==> src/rtl/cpu_pkg.sv <==
// Shared CPU definitions for the register-bank read-out path.
//   dump_state_t : read-out FSM states
//   DATA_WIDTH   : default register word width
package cpu_pkg;

  localparam int DATA_WIDTH = 16;

  typedef enum logic [1:0] {
    IDLE = 2'd0,
    LOAD = 2'd1,
    SEND = 2'd2,
    DONE = 2'd3
  } dump_state_t;

endpackage

==> src/rtl/word_capture_reg.sv <==
// Load-enabled holding register with asynchronous active-low clear.
//   clk, rst_n : clock, async active-low clear
//   load       : capture d on the next rising edge
//   d          : word to capture
//   q          : held word
module word_capture_reg #(
  parameter int WIDTH = cpu_pkg::DATA_WIDTH
) (
  input  logic             clk,
  input  logic             rst_n,
  input  logic             load,
  input  logic [WIDTH-1:0] d,
  output logic [WIDTH-1:0] q
);

  always_ff @(posedge clk or negedge rst_n) begin
    if (!rst_n)    q <= '0;
    else if (load) q <= d;
  end

endmodule

==> src/rtl/reg_dump_reader.sv <==
// Sequential read-out of the register bank onto a valid/ready stream.
// A start pulse in IDLE walks registers 0..NUM_REGS-1; each word is sampled
// in its own LOAD cycle (no bank snapshot) and held until accepted.
//   clk, rst_n  : clock, async active-low reset
//   start       : dump request, honoured only in IDLE
//   reg_data_in : flattened bank, register i at [i*DATA_WIDTH +: DATA_WIDTH]
//   reg_sel     : register index currently being read
//   out_data    : captured word
//   out_valid   : out_data awaits acceptance
//   out_ready   : consumer accepts when out_valid && out_ready
//   busy        : any state but IDLE
//   done        : one-cycle pulse after the last word is accepted
module reg_dump_reader #(
  parameter  int NUM_REGS   = 8,
  parameter  int DATA_WIDTH = cpu_pkg::DATA_WIDTH,
  localparam int SEL_W      = $clog2(NUM_REGS)
) (
  input  logic                         clk,
  input  logic                         rst_n,
  input  logic                         start,
  input  logic [NUM_REGS*DATA_WIDTH-1:0] reg_data_in,
  output logic [SEL_W-1:0]             reg_sel,
  output logic [DATA_WIDTH-1:0]        out_data,
  output logic                         out_valid,
  input  logic                         out_ready,
  output logic                         busy,
  output logic                         done
);

  localparam logic [SEL_W-1:0] LAST = SEL_W'(NUM_REGS - 1);

  cpu_pkg::dump_state_t state_q, state_d;
  logic [SEL_W-1:0]      idx_q, idx_d;
  logic [DATA_WIDTH-1:0] word;

  always_ff @(posedge clk or negedge rst_n) begin
    if (!rst_n) begin
      state_q <= cpu_pkg::IDLE;
      idx_q   <= '0;
    end else begin
      state_q <= state_d;
      idx_q   <= idx_d;
    end
  end

  always_comb begin
    state_d = state_q;
    idx_d   = idx_q;
    unique case (state_q)
      cpu_pkg::IDLE: if (start) begin
        idx_d   = '0;
        state_d = cpu_pkg::LOAD;
      end
      cpu_pkg::LOAD: state_d = cpu_pkg::SEND;
      cpu_pkg::SEND: if (out_ready) begin
        // index saturates at LAST; it only returns to 0 via IDLE
        if (idx_q == LAST) state_d = cpu_pkg::DONE;
        else begin
          idx_d   = idx_q + 1'b1;
          state_d = cpu_pkg::LOAD;
        end
      end
      cpu_pkg::DONE: state_d = cpu_pkg::IDLE;
      default:       state_d = cpu_pkg::IDLE;
    endcase
  end

  // slice mux: register idx_q of the live bank
  always_comb begin
    word = '0;
    for (int i = 0; i < NUM_REGS; i++)
      if (idx_q == SEL_W'(i)) word = reg_data_in[i*DATA_WIDTH +: DATA_WIDTH];
  end

  word_capture_reg #(.WIDTH(DATA_WIDTH)) u_cap (
    .clk   (clk),
    .rst_n (rst_n),
    .load  (state_q == cpu_pkg::LOAD),
    .d     (word),
    .q     (out_data)
  );

  // a word is pending exactly while in SEND, so valid follows the state
  assign out_valid = (state_q == cpu_pkg::SEND);
  assign busy      = (state_q != cpu_pkg::IDLE);
  assign done      = (state_q == cpu_pkg::DONE);
  assign reg_sel   = idx_q;

endmodule
==> config.mk <==
export PLATFORM = sky130hd
export DESIGN_NAME = reg_dump_reader
export DESIGN_NICKNAME = d
export VERILOG_FILES = /design/src/rtl/cpu_pkg.sv /design/src/rtl/word_capture_reg.sv /design/src/rtl/reg_dump_reader.sv
export SDC_FILE = /design/constraint.sdc
export NUM_CORES = 1
export LEC_CHECK = 0
export ABC_AREA = 1
export ABC_CLOCK_PERIOD_IN_PS = 2100
export CAP_MARGIN = 30
export CORE_MARGIN = 8
export CORE_UTILIZATION = 39
export CTS_CLUSTER_DIAMETER = 100
export CTS_CLUSTER_SIZE = 10
export DETAILED_ROUTE_END_ITERATION = 16
export GPL_TIMING_DRIVEN = 0
export HOLD_SLACK_MARGIN = 0.05
export PLACE_DENSITY = 0.82
export SYNTH_ARGS = -nofsm -noshare
export SYNTH_HDL_FRONTEND = slang
export SYNTH_SLANG_ARGS = --single-unit
==> constraint.sdc <==
create_clock -name clk -period 2.1 [get_ports clk]
set_input_delay 0.42 -clock clk [delete_from_list [all_inputs] [get_ports clk]]
set_output_delay 0.42 -clock clk [all_outputs]
set_load 0.03 [all_outputs]
# After elaboration in Yosys (flattened, before gate mapping)
# Cells that the tools add are included.
dict set report totals {
  regBits 21
  elab_cells 39
  out_inout_bits 22
}
dict set report classes {
  n_mux 16
  reduce_logical 6
  addsub 1
  n_eq_ne 13
}
# operator count
set ops {}
lappend ops {{16-bit 2-to-1 mux} 8}
lappend ops {{3-bit == test (second input constant)} 4}
lappend ops {{3-bit 2-to-1 mux} 3}
lappend ops {{2-bit case mux with 4 select lines} 1}
lappend ops {{3-bit by 2-bit == test with 1-bit output (second input constant)} 2}
lappend ops {{2-bit 2-to-1 mux} 3}
lappend ops {{3-bit case mux with 2 select lines} 1}
lappend ops {{2-bit == test (second input constant)} 2}
lappend ops {{2-bit != test (second input constant)} 2}
lappend ops {{4-bit AND reduction} 1}
lappend ops {{2-bit nonzero test} 2}
lappend ops {{3-bit by 1-bit adder with 3-bit output (second input constant)} 1}
lappend ops {{3-bit by 1-bit == test with 1-bit output (second input constant)} 1}
lappend ops {{3-bit zero test} 1}
lappend ops {{2-bit by 1-bit == test with 1-bit output (second input constant)} 1}
lappend ops {{2-bit zero test} 1}
lappend ops {{2-bit by 1-bit != test with 1-bit output (second input constant)} 1}
lappend ops {{2-bit AND reduction} 1}

# Depth between registers and ports, before layout
# Gate-level depths: netlist of the first run.
dict set report logic_depth {
  ltp_word 9
  mapped_depth 15
  mapped_depth_nobuf 14
}

# Cells and area by module
# From an unflattened synthesis of the first run, not the netlist that was laid out.
dict set report hier_totals {
  hier_cells 521
  hier_area_um2 2670.1
}
# mod cells_each seq_area_each_um2 area_per_inst_um2 instances
set by_module_without_submodules {}
lappend by_module_without_submodules {reg_dump_reader 453 125.1 2025.7 1}
lappend by_module_without_submodules {word_capture_reg 68 400.4 644.4 1}

# Least setup slack after synthesis of the first run
# Ideal clock, no wire load.
dict set report synth_path {
  path_kind {register -> register}
  start {register idx_q[2] (netlist: reg_sel[2])}
  end {register u_cap.q[6]}
  period_less_slack_ps 1985
  stages_incl_launch_ff 15
  required_ps 1983
  path_slack_ps 115
  arrival_ps 1868
  path_cell_list {dfrtp_1 inv_4 buf_6 ha_1 inv_2 bufbuf_8 nand2_1 inv_2 nand2_1 nand3_1 nand3_1 nand2_1 nand2_1 nand2_1 nand2_1}
}
dict set report synth_via {
  elab_chain_len 9
  elab_cells_between_ends 16
  classes_between {eq/ne (7); mux (8); reduce/logical (1)}
}
# item line_no
set synth_lines {}
lappend synth_lines {{start, declared} reg_dump_reader.sv:33} ;# logic [SEL_W-1:0] idx_q, idx_d;
lappend synth_lines {{start signal, assigned} reg_dump_reader.sv:42} ;# idx_q <= idx_d;
lappend synth_lines {{3-bit zero test} reg_dump_reader.sv:72} ;# if (idx_q == SEL_W'(i)) word = reg_data_in[i*DATA_WIDTH +: DATA_WIDTH];
lappend synth_lines {{16-bit 2-to-1 mux (7 in a row)} reg_dump_reader.sv:72}
lappend synth_lines {{16-bit 2-to-1 mux (*)} reg_dump_reader.sv:72}
lappend synth_lines {{end signal, assigned} word_capture_reg.sv:17} ;# if (!rst_n) q <= '0;
lappend synth_lines {{end signal, assigned} word_capture_reg.sv:18} ;# else if (load) q <= d;
lappend synth_lines {{end, declared} word_capture_reg.sv:13} ;# output logic [WIDTH-1:0] q
# Every way passes the cells marked *; elsewhere a longest branch is shown, timed or not.
# A chain may end at the register's enable or synchronous reset.

# Worst setup path after layout of the first run
dict set report layout_path {
  start {register state_q[0]}
  end {output busy}
}
dict set report layout_via {
  elab_chain_len 1
}
# item line_no
set layout_lines {}
lappend layout_lines {{start, declared} reg_dump_reader.sv:32} ;# cpu_pkg::dump_state_t state_q, state_d;
lappend layout_lines {{start signal, assigned} reg_dump_reader.sv:38} ;# state_q <= cpu_pkg::IDLE;
lappend layout_lines {{start signal, assigned} reg_dump_reader.sv:41} ;# state_q <= state_d;
lappend layout_lines {{2-bit nonzero test} reg_dump_reader.sv:85} ;# assign busy = (state_q != cpu_pkg::IDLE);
lappend layout_lines {{end, declared} reg_dump_reader.sv:26} ;# output logic busy,
# Every way passes these cells.

==> flow_summary_export.csv, run 1 <==
group,metric,value,unit
logic_synthesis,netlist_instances,470,
logic_synthesis,synth_top_family_by_area,"simple AND/OR/NAND/NOR gates",
global_route,grt_max_degree,22,
floorplanning,die-height,98.82,µm
hold_path,hp-class,"input port to async pin",
logic_synthesis,syn-cell-area,2675,µm²
global_route,grt_pass1_vias,3343,
logic_synthesis,synth_compound_area_share,0.9355,%
sta,hold_viol_final,0,
layout,layout.nets,771,
logic_synthesis,synth_edf_count,0,
power_and_ir_drop,powerDensity,869.0,nW/µm²
sta,drv_slew,0,
placed_design,post-dp-hpwl,8.771,mm
setup_path,start_kind,"flip-flop",
sta,min_period_over_period,96.76,%
placed_design,gp_congestion,0.8675,
layout,area_growth_syn_to_layout,65.25,%
clock_network,cts_tree,"built",
logic_synthesis,ys_seq_elements,21,
outcome,status,"complete, no violations",
power_and_ir_drop,leakagePower,2.271,nW
global_route,grtUsageTotal,20.22,%
logic_synthesis,yosysUniqueCellTypes,31,
setup_path,r2r-start,"reg_sel[2]",
global_route,antenna_found_initial,0,
detailed_routing,vias,3359,
placed_design,placed_cell_area,4307,µm²
setup_path,ff2ff_setup_slack,0.15,ns
setup_path,path_max_fanout,6,
clock_network,clk_pin_slew,0.07,ns
placed_design,io_buffers,153,
logic_synthesis,synth_fa_ha_area_share,2.806,%
layout,fin_util,65.79,%
detailed_routing,drc,0,
power_and_ir_drop,p_total,3.842,mW
detailed_routing,vias_per_cell,4.718,
sta,rsz0062_at_grt,"false",
floorplanning,die_w,98.82,µm
logic_synthesis,yosysWarnings,0,
logic_synthesis,synth_nets,608,
setup_path,reg2reg_depth,12,
clock_network,clkLatencyLatePin,0.26,ns
detailed_routing,wl_per_cell,14.45,µm
setup_path,critPathArrivalTime,1.61,ns
logic_synthesis,synth_mux_area_share,0,%
flow_run,maxCapViolCount,0,
logic_synthesis,ys_seq_area_share,19.64,%
detailed_routing,drtIter0Drc,108,
clock_network,cts.sinks,21,
sta,fmax,0.4921,GHz
detailed_routing,drtPass1Iterations,5,
global_route,grt_pass1_wl,16.36,mm
logic_synthesis,ys_async_sr_fraction,100.0,%
global_route,overflow,0,
sta,skew,0.001940,ns
sta,layout_min_cycle_time,2.032,ns
clock_network,cts_htree_levels,1,
setup_path,end_kind,"output pin",
sta,slew_headroom,71.03,%
logic_synthesis,synth_area_per_cell,5.692,µm²
sta,worst_pin_slew,0.4346,ns
setup_path,r2r_end,"u_cap.q[7]",
layout,drive_gt1_share,11.71,%
layout,stdcell_area,4420,µm²
floorplanning,initial_core_util,39.81,%
floorplanning,num_rows,30,
setup_path,worstPathRequired,1.68,ns
clock_network,clockRootBuffer,"clkbuf_8",
power_and_ir_drop,ir_worst_vdd,0.6953,mV
detailed_routing,postRouteWirelength,10.29,mm
setup_path,critPathKind,"flip-flop to output pin",
clock_network,clockBufferDepth,2,
clock_network,cts_made_buffers,3,
logic_synthesis,synth_xor_area_share,0,%
detailed_routing,drtAntennaViolNets,0,
floorplanning,core,6719,µm²
layout,diodes,0,
floorplanning,die_area,9765,µm²
logic_synthesis,ys.flop_type,"dfrtp_1",
floorplanning,ios,154,
layout,n_fill_cell,637,
logic_synthesis,synth-simple-area-share,60.29,%
sta,finalSetupViolations,0,
==> how the worst max path moves through the flow <==
stage / from / endpoint / slack [ns] / cells after the start
floorplan: reg_sel[2] / u_cap.q[6] / 0.12 / 14
global placement: reg_sel[2] / u_cap.q[7] / 0.008 / 12
detailed placement: reg_sel[2] / u_cap.q[2] / -0.04 / 15
CTS: reg_sel[2] / u_cap.q[7] / 0.03 / 12
global route: reg_sel[2] / u_cap.q[7] / 0.01 / 12
finish: state_q[0] / busy / 0.07 / 2
==> flip-flops by register name, indices dropped and copies added, names as in the netlist <==
name and count:
reg_sel 3, u_cap.q 16, state_q 2
==> logic make-up after synthesis <==
kind of cell,after synthesis
and+or+nand+nor,367
buffers and inverters,71
DFF,21
adders and majority gates,6
AOI/OAI and AO/OA,5
==> critical path, cell delays in order, from the launching register on <==
cell and delay (ns):
dfrtp_1 0.44, or2_2 0.31, clkdlybuf4s50_1 0.61
==> power by group <==
part	internal (mW)	switching, mW	total, mW
clock network	0.135	0.126	0.261
registers	0.582	0.120	0.702
logic	1.26	1.62	2.88
total	1.97	1.87	3.84
==> repair_timing <==
action / 4_1_cts / 5_1_grt
setup endpoints to repair: 8 / 15
hold buffers: 0 / 0
gates resized for setup: 2 / 7
setup buffers: 0 / 4
pin swaps: 0 / 1
==> cell usage in the layout (no fill, tap or decap), drive strengths merged <==
cell type / n
buf: 21
nor2: 67
ha: 6
clkdlybuf4s50: 152
dlygate4sd1: 1
inv: 35
nand3: 49
dlygate4sd2: 1
clkinv: 9
bufbuf: 1
or2: 17
nor3b: 1
nand3b: 1
dfrtp: 21
nand2: 216
o21ai: 5
nand4: 16
clkbuf: 13
==> metrics by stage <==
stage / instances / TNS [ns] / hold slack (ns) / worst slack [ns]
final: 712 / 0 / 0.4002 / 0.06804
after global routing: 712 / 0 / 0.4050 / 0.01064
after CTS: 707 / 0 / 0.4885 / 0.02754
after detailed placement: 703 / -0.08935 / 0.4637 / -0.03718
after global placement: 703 / 0 / 0.4623 / 0.007646
after floorplan: 470 / 0 / 0.1244 / 0.1153
==> final cells by class <==
class / instances / area [µm²] / area share [%]
multi-input combinational: 378 / 1718 / 38.86
clock buffer: 4 / 45.04 / 1.019
sequential: 21 / 526.8 / 11.92
tap: 80 / 100.1 / 2.264
timing repair buffer: 158 / 1588 / 35.92
inverter: 44 / 170.2 / 3.849
buffer: 27 / 272.8 / 6.170
==> synth_stat cells (2+ instances only) <==
cell type,n,area share [%]
nand4_1,15,3.5
buf_8,2,1.1
nand2_2,10,2.3
buf_4,2,0.56
buf_2,6,1.1
nand3_2,5,1.9
or2_1,6,1.4
clkinv_1,8,1.1
nand3_1,44,8.2
dfrtp_1,21,20
buf_1,2,0.28
o21ai_0,5,0.94
buf_6,4,1.7
inv_2,6,0.84
nand2_1,204,29
ha_1,6,2.8
or2_2,11,2.6
inv_1,29,4.1
nor2_1,66,9.3
nand2_4,2,0.84
clkbuf_8,6,3.1
==> metal layers <==
layer	wire [µm]	vias up	GRT usage, %	share of wire, %
li1	-	1760	-	-
met1	4465	1474	24.99	43
met2	5021	121	36.07	49
met3	766	4	4.017	7.4
met4	36	0	2.125	0.35
met5	0	-	0	0
Power figures use the tool's default switching activity.
==> run 2: changes to the inputs <==
SKIP_LAST_GASP = 1   (was default)
==> run 2 against run 1 <==
Final cell count unchanged. Setup slack is essentially flat. Global-route usage unchanged. Die area did not move. Via count about the same. Utilization is essentially flat. Sequential share of layout area is essentially flat. Critical path depth is the same. Clock power about the same. Sequential cell count stayed put. Total power barely moved. Fmax barely moved. Largest cell class unchanged. Highest routed layer unchanged.
==> flow_summary_export.csv, run 2 (synthesis gave the netlist of run 1 again) <==
group,metric,value,unit
outcome,status,"complete, no violations",
clock_network,clockBufferDepth,2,
power_and_ir_drop,switching_share,48.66,%
setup_path,cp_slowest_cell,"clkdlybuf4s50_1",
power_and_ir_drop,seqPwrFrac,18.3,%
setup_path,path_max_fanout,6,
global_route,grt_max_degree,22,
layout,drive_gt1_share,11.71,%
power_and_ir_drop,leakagePower,2.271,nW
sta,slew_headroom,71.03,%
global_route,overflow,0,
setup_path,r2r_end,"u_cap.q[7]",
sta,skew,0.002028,ns
layout,top_register,"u_cap.q",
clock_network,cts_made_buffers,3,
floorplanning,die_area,9765,µm²
power_and_ir_drop,ir_worst_vdd,0.6951,mV
sta,finalSetupViolations,0,
floorplanning,initial_core_util,39.81,%
global_route,antenna_found_initial,0,
setup_path,ff2ff_setup_slack,0.15,ns
power_and_ir_drop,internal_power,1.971,mW
placed_design,io_buffers,153,
layout,n_fill_cell,638,
detailed_routing,vias,3357,
setup_path,crit_path_end,"busy",
setup_path,cp_slowest_stage_delay,0.61,ns
global_route,grt_pass1_wl,16.36,mm
clock_network,clk_pin_slew,0.07,ns
power_and_ir_drop,powerDensity,868.9,nW/µm²
placed_design,gp_congestion,0.8675,
clock_network,cts.sinks,21,
sta,rsz0062_at_grt,"true",
power_and_ir_drop,comb_power_share,74.9,%
setup_path,critPathArrivalTime,1.61,ns
setup_path,r2r-start,"reg_sel[2]",
sta,drv_slew,0,
layout,layout.nets,771,
sta,worst_pin_slew,0.4346,ns
placed_design,post-dp-hpwl,8.771,mm
layout,layout_common_cells,"nand2_1, clkdlybuf4s50_1, nor2_1",
placed_design,dp.cells,703,
setup_path,crit_family,"buffers and inverters",
setup_path,crit_path_cell_trace,"or2_2 -> clkdlybuf4s50_1",
layout,mostFrequentLayoutCell,"nand2_1",
layout,area_growth_syn_to_layout,65.15,%
detailed_routing,drtAntennaViolNets,0,
detailed_routing,drtPass1Iterations,4,
floorplanning,die-height,98.82,µm
floorplanning,ios,154,
power_and_ir_drop,clockPowerShare,6.8,%
clock_network,clockRootBuffer,"clkbuf_8",
sta,fmax,0.4921,GHz
setup_path,end_kind,"output pin",
detailed_routing,postRouteWirelength,10.28,mm
placed_design,placed_cell_area,4307,µm²
detailed_routing,wl_per_cell,14.44,µm
setup_path,cp.depth,2,
clock_network,cts_tree,"built",
layout,fin_cells,712,
layout,diodes,0,
flow_run,maxCapViolCount,0,
floorplanning,num_rows,30,
detailed_routing,vias_per_cell,4.715,
setup_path,critPathKind,"flip-flop to output pin",
global_route,grt_pass1_vias,3343,
global_route,grtUsageTotal,20.22,%
layout,largest_reg_flops,16,
power_and_ir_drop,p_sw,1.868,mW
detailed_routing,drtIter0Drc,108,
setup_path,worstPathRequired,1.68,ns
floorplanning,die_w,98.82,µm
sta,min_period_over_period,96.77,%
layout,fin_util,65.75,%
sta,hold_viol_final,0,
sta,layout_min_cycle_time,2.032,ns
setup_path,start_kind,"flip-flop",
detailed_routing,drc,0,
setup_path,reg2reg_depth,12,
clock_network,cts_htree_levels,1,
setup_path,critical_path_buf_inv_count,1,
hold_path,hp-class,"input port to async pin",
floorplanning,core,6719,µm²
layout,stdcell_area,4418,µm²
clock_network,clkLatencyLatePin,0.26,ns
setup_path,crit_start,"state_q[0]",
==> run 2: changes by cell type in the layout (fill, tap and decap cells not counted) <==
cell	delta
buf_2	+1
clkbuf_4	-1
==> run 2: worst register-to-register path, stage by stage, from the launching register on <==
cell      delay, ns
dfrtp_2        0.48
clkinv_4       0.11
buf_6          0.15
ha_2           0.21
inv_2          0.04
clkbuf_2       0.16
or2_2          0.29
nand3_1        0.10
nand3_1        0.08
nand2_1        0.09
nand2_1        0.06
nand2_1        0.05
nand2_1        0.04
==> run 2: per-stage QoR <==
step | hold slack (ns) | setup WS (ns) | power [mW] | setup TNS (ns)
6_report | 0.4002 | 0.06786 | 3.839 | 0
5_1_grt | 0.4050 | -0.005378 | 4.226 | -0.005378
4_1_cts | 0.4885 | 0.02754 | 3.845 | 0
3_5_place_dp | 0.4637 | -0.03718 | 3.575 | -0.08935
3_3_place_gp | 0.4623 | 0.007646 | 3.520 | 0
2_1_floorplan | 0.1244 | 0.1153 | 2.522 | 0
==> run 2: final cells by class <==
| cell class | instances | area [µm²] | share of cell area, % |
|---|---|---|---|
| timing repair buffer | 158 | 1588 | 35.94 |
| buffer | 27 | 270.3 | 6.117 |
| clock buffer | 4 | 45.04 | 1.020 |
| tap | 80 | 100.1 | 2.266 |
| sequential | 21 | 526.8 | 11.92 |
| inverter | 44 | 170.2 | 3.852 |
| multi-input combinational | 378 | 1718 | 38.88 |
==> run 2: power by group through the flow <==
stage	registers, mW	logic (mW)	clock network (mW)
2_1_floorplan	0.983	1.54	0
3_3_place_gp	0.697	2.82	0
3_5_place_dp	0.701	2.87	0
4_1_cts	0.702	2.87	0.269
5_1_grt	0.724	3.21	0.292
6_report	0.702	2.88	0.261
==> run 2: worst min-delay path by stage <==
| stage | slack (ns) | end | from | depth (start not counted) |
|---|---|---|---|---|
| after floorplan | 0.12 | reg_sel[0] | rst_n | 0 |
| after global placement | 0.46 | u_cap.q[6] | u_cap.q[6] | 2 |
| after global routing | 0.40 | u_cap.q[1] | rst_n | 1 |
| final | 0.40 | u_cap.q[4] | rst_n | 1 |
| after CTS | 0.49 | u_cap.q[11] | u_cap.q[11] | 2 |
| after detailed placement | 0.46 | u_cap.q[14] | u_cap.q[14] | 2 |
==> run 2: routing by layer <==
layer / wire length [µm] / vias up / GRT usage [%]
met5: 0 / - / 0
met4: 36 / 0 / 2.125
met3: 750 / 4 / 4.017
met2: 5020 / 121 / 36.07
met1: 4471 / 1474 / 24.99
li1: - / 1758 / -
==> run 2: timing repair <==
action                                  in CTS  in global routing
hold buffers                                 0                  0
resized for setup                            2                  6
endpoints found under the setup margin       8                 15
cloned                                       0                  0
pin swaps                                    0                  1
setup buffers                                0                  4
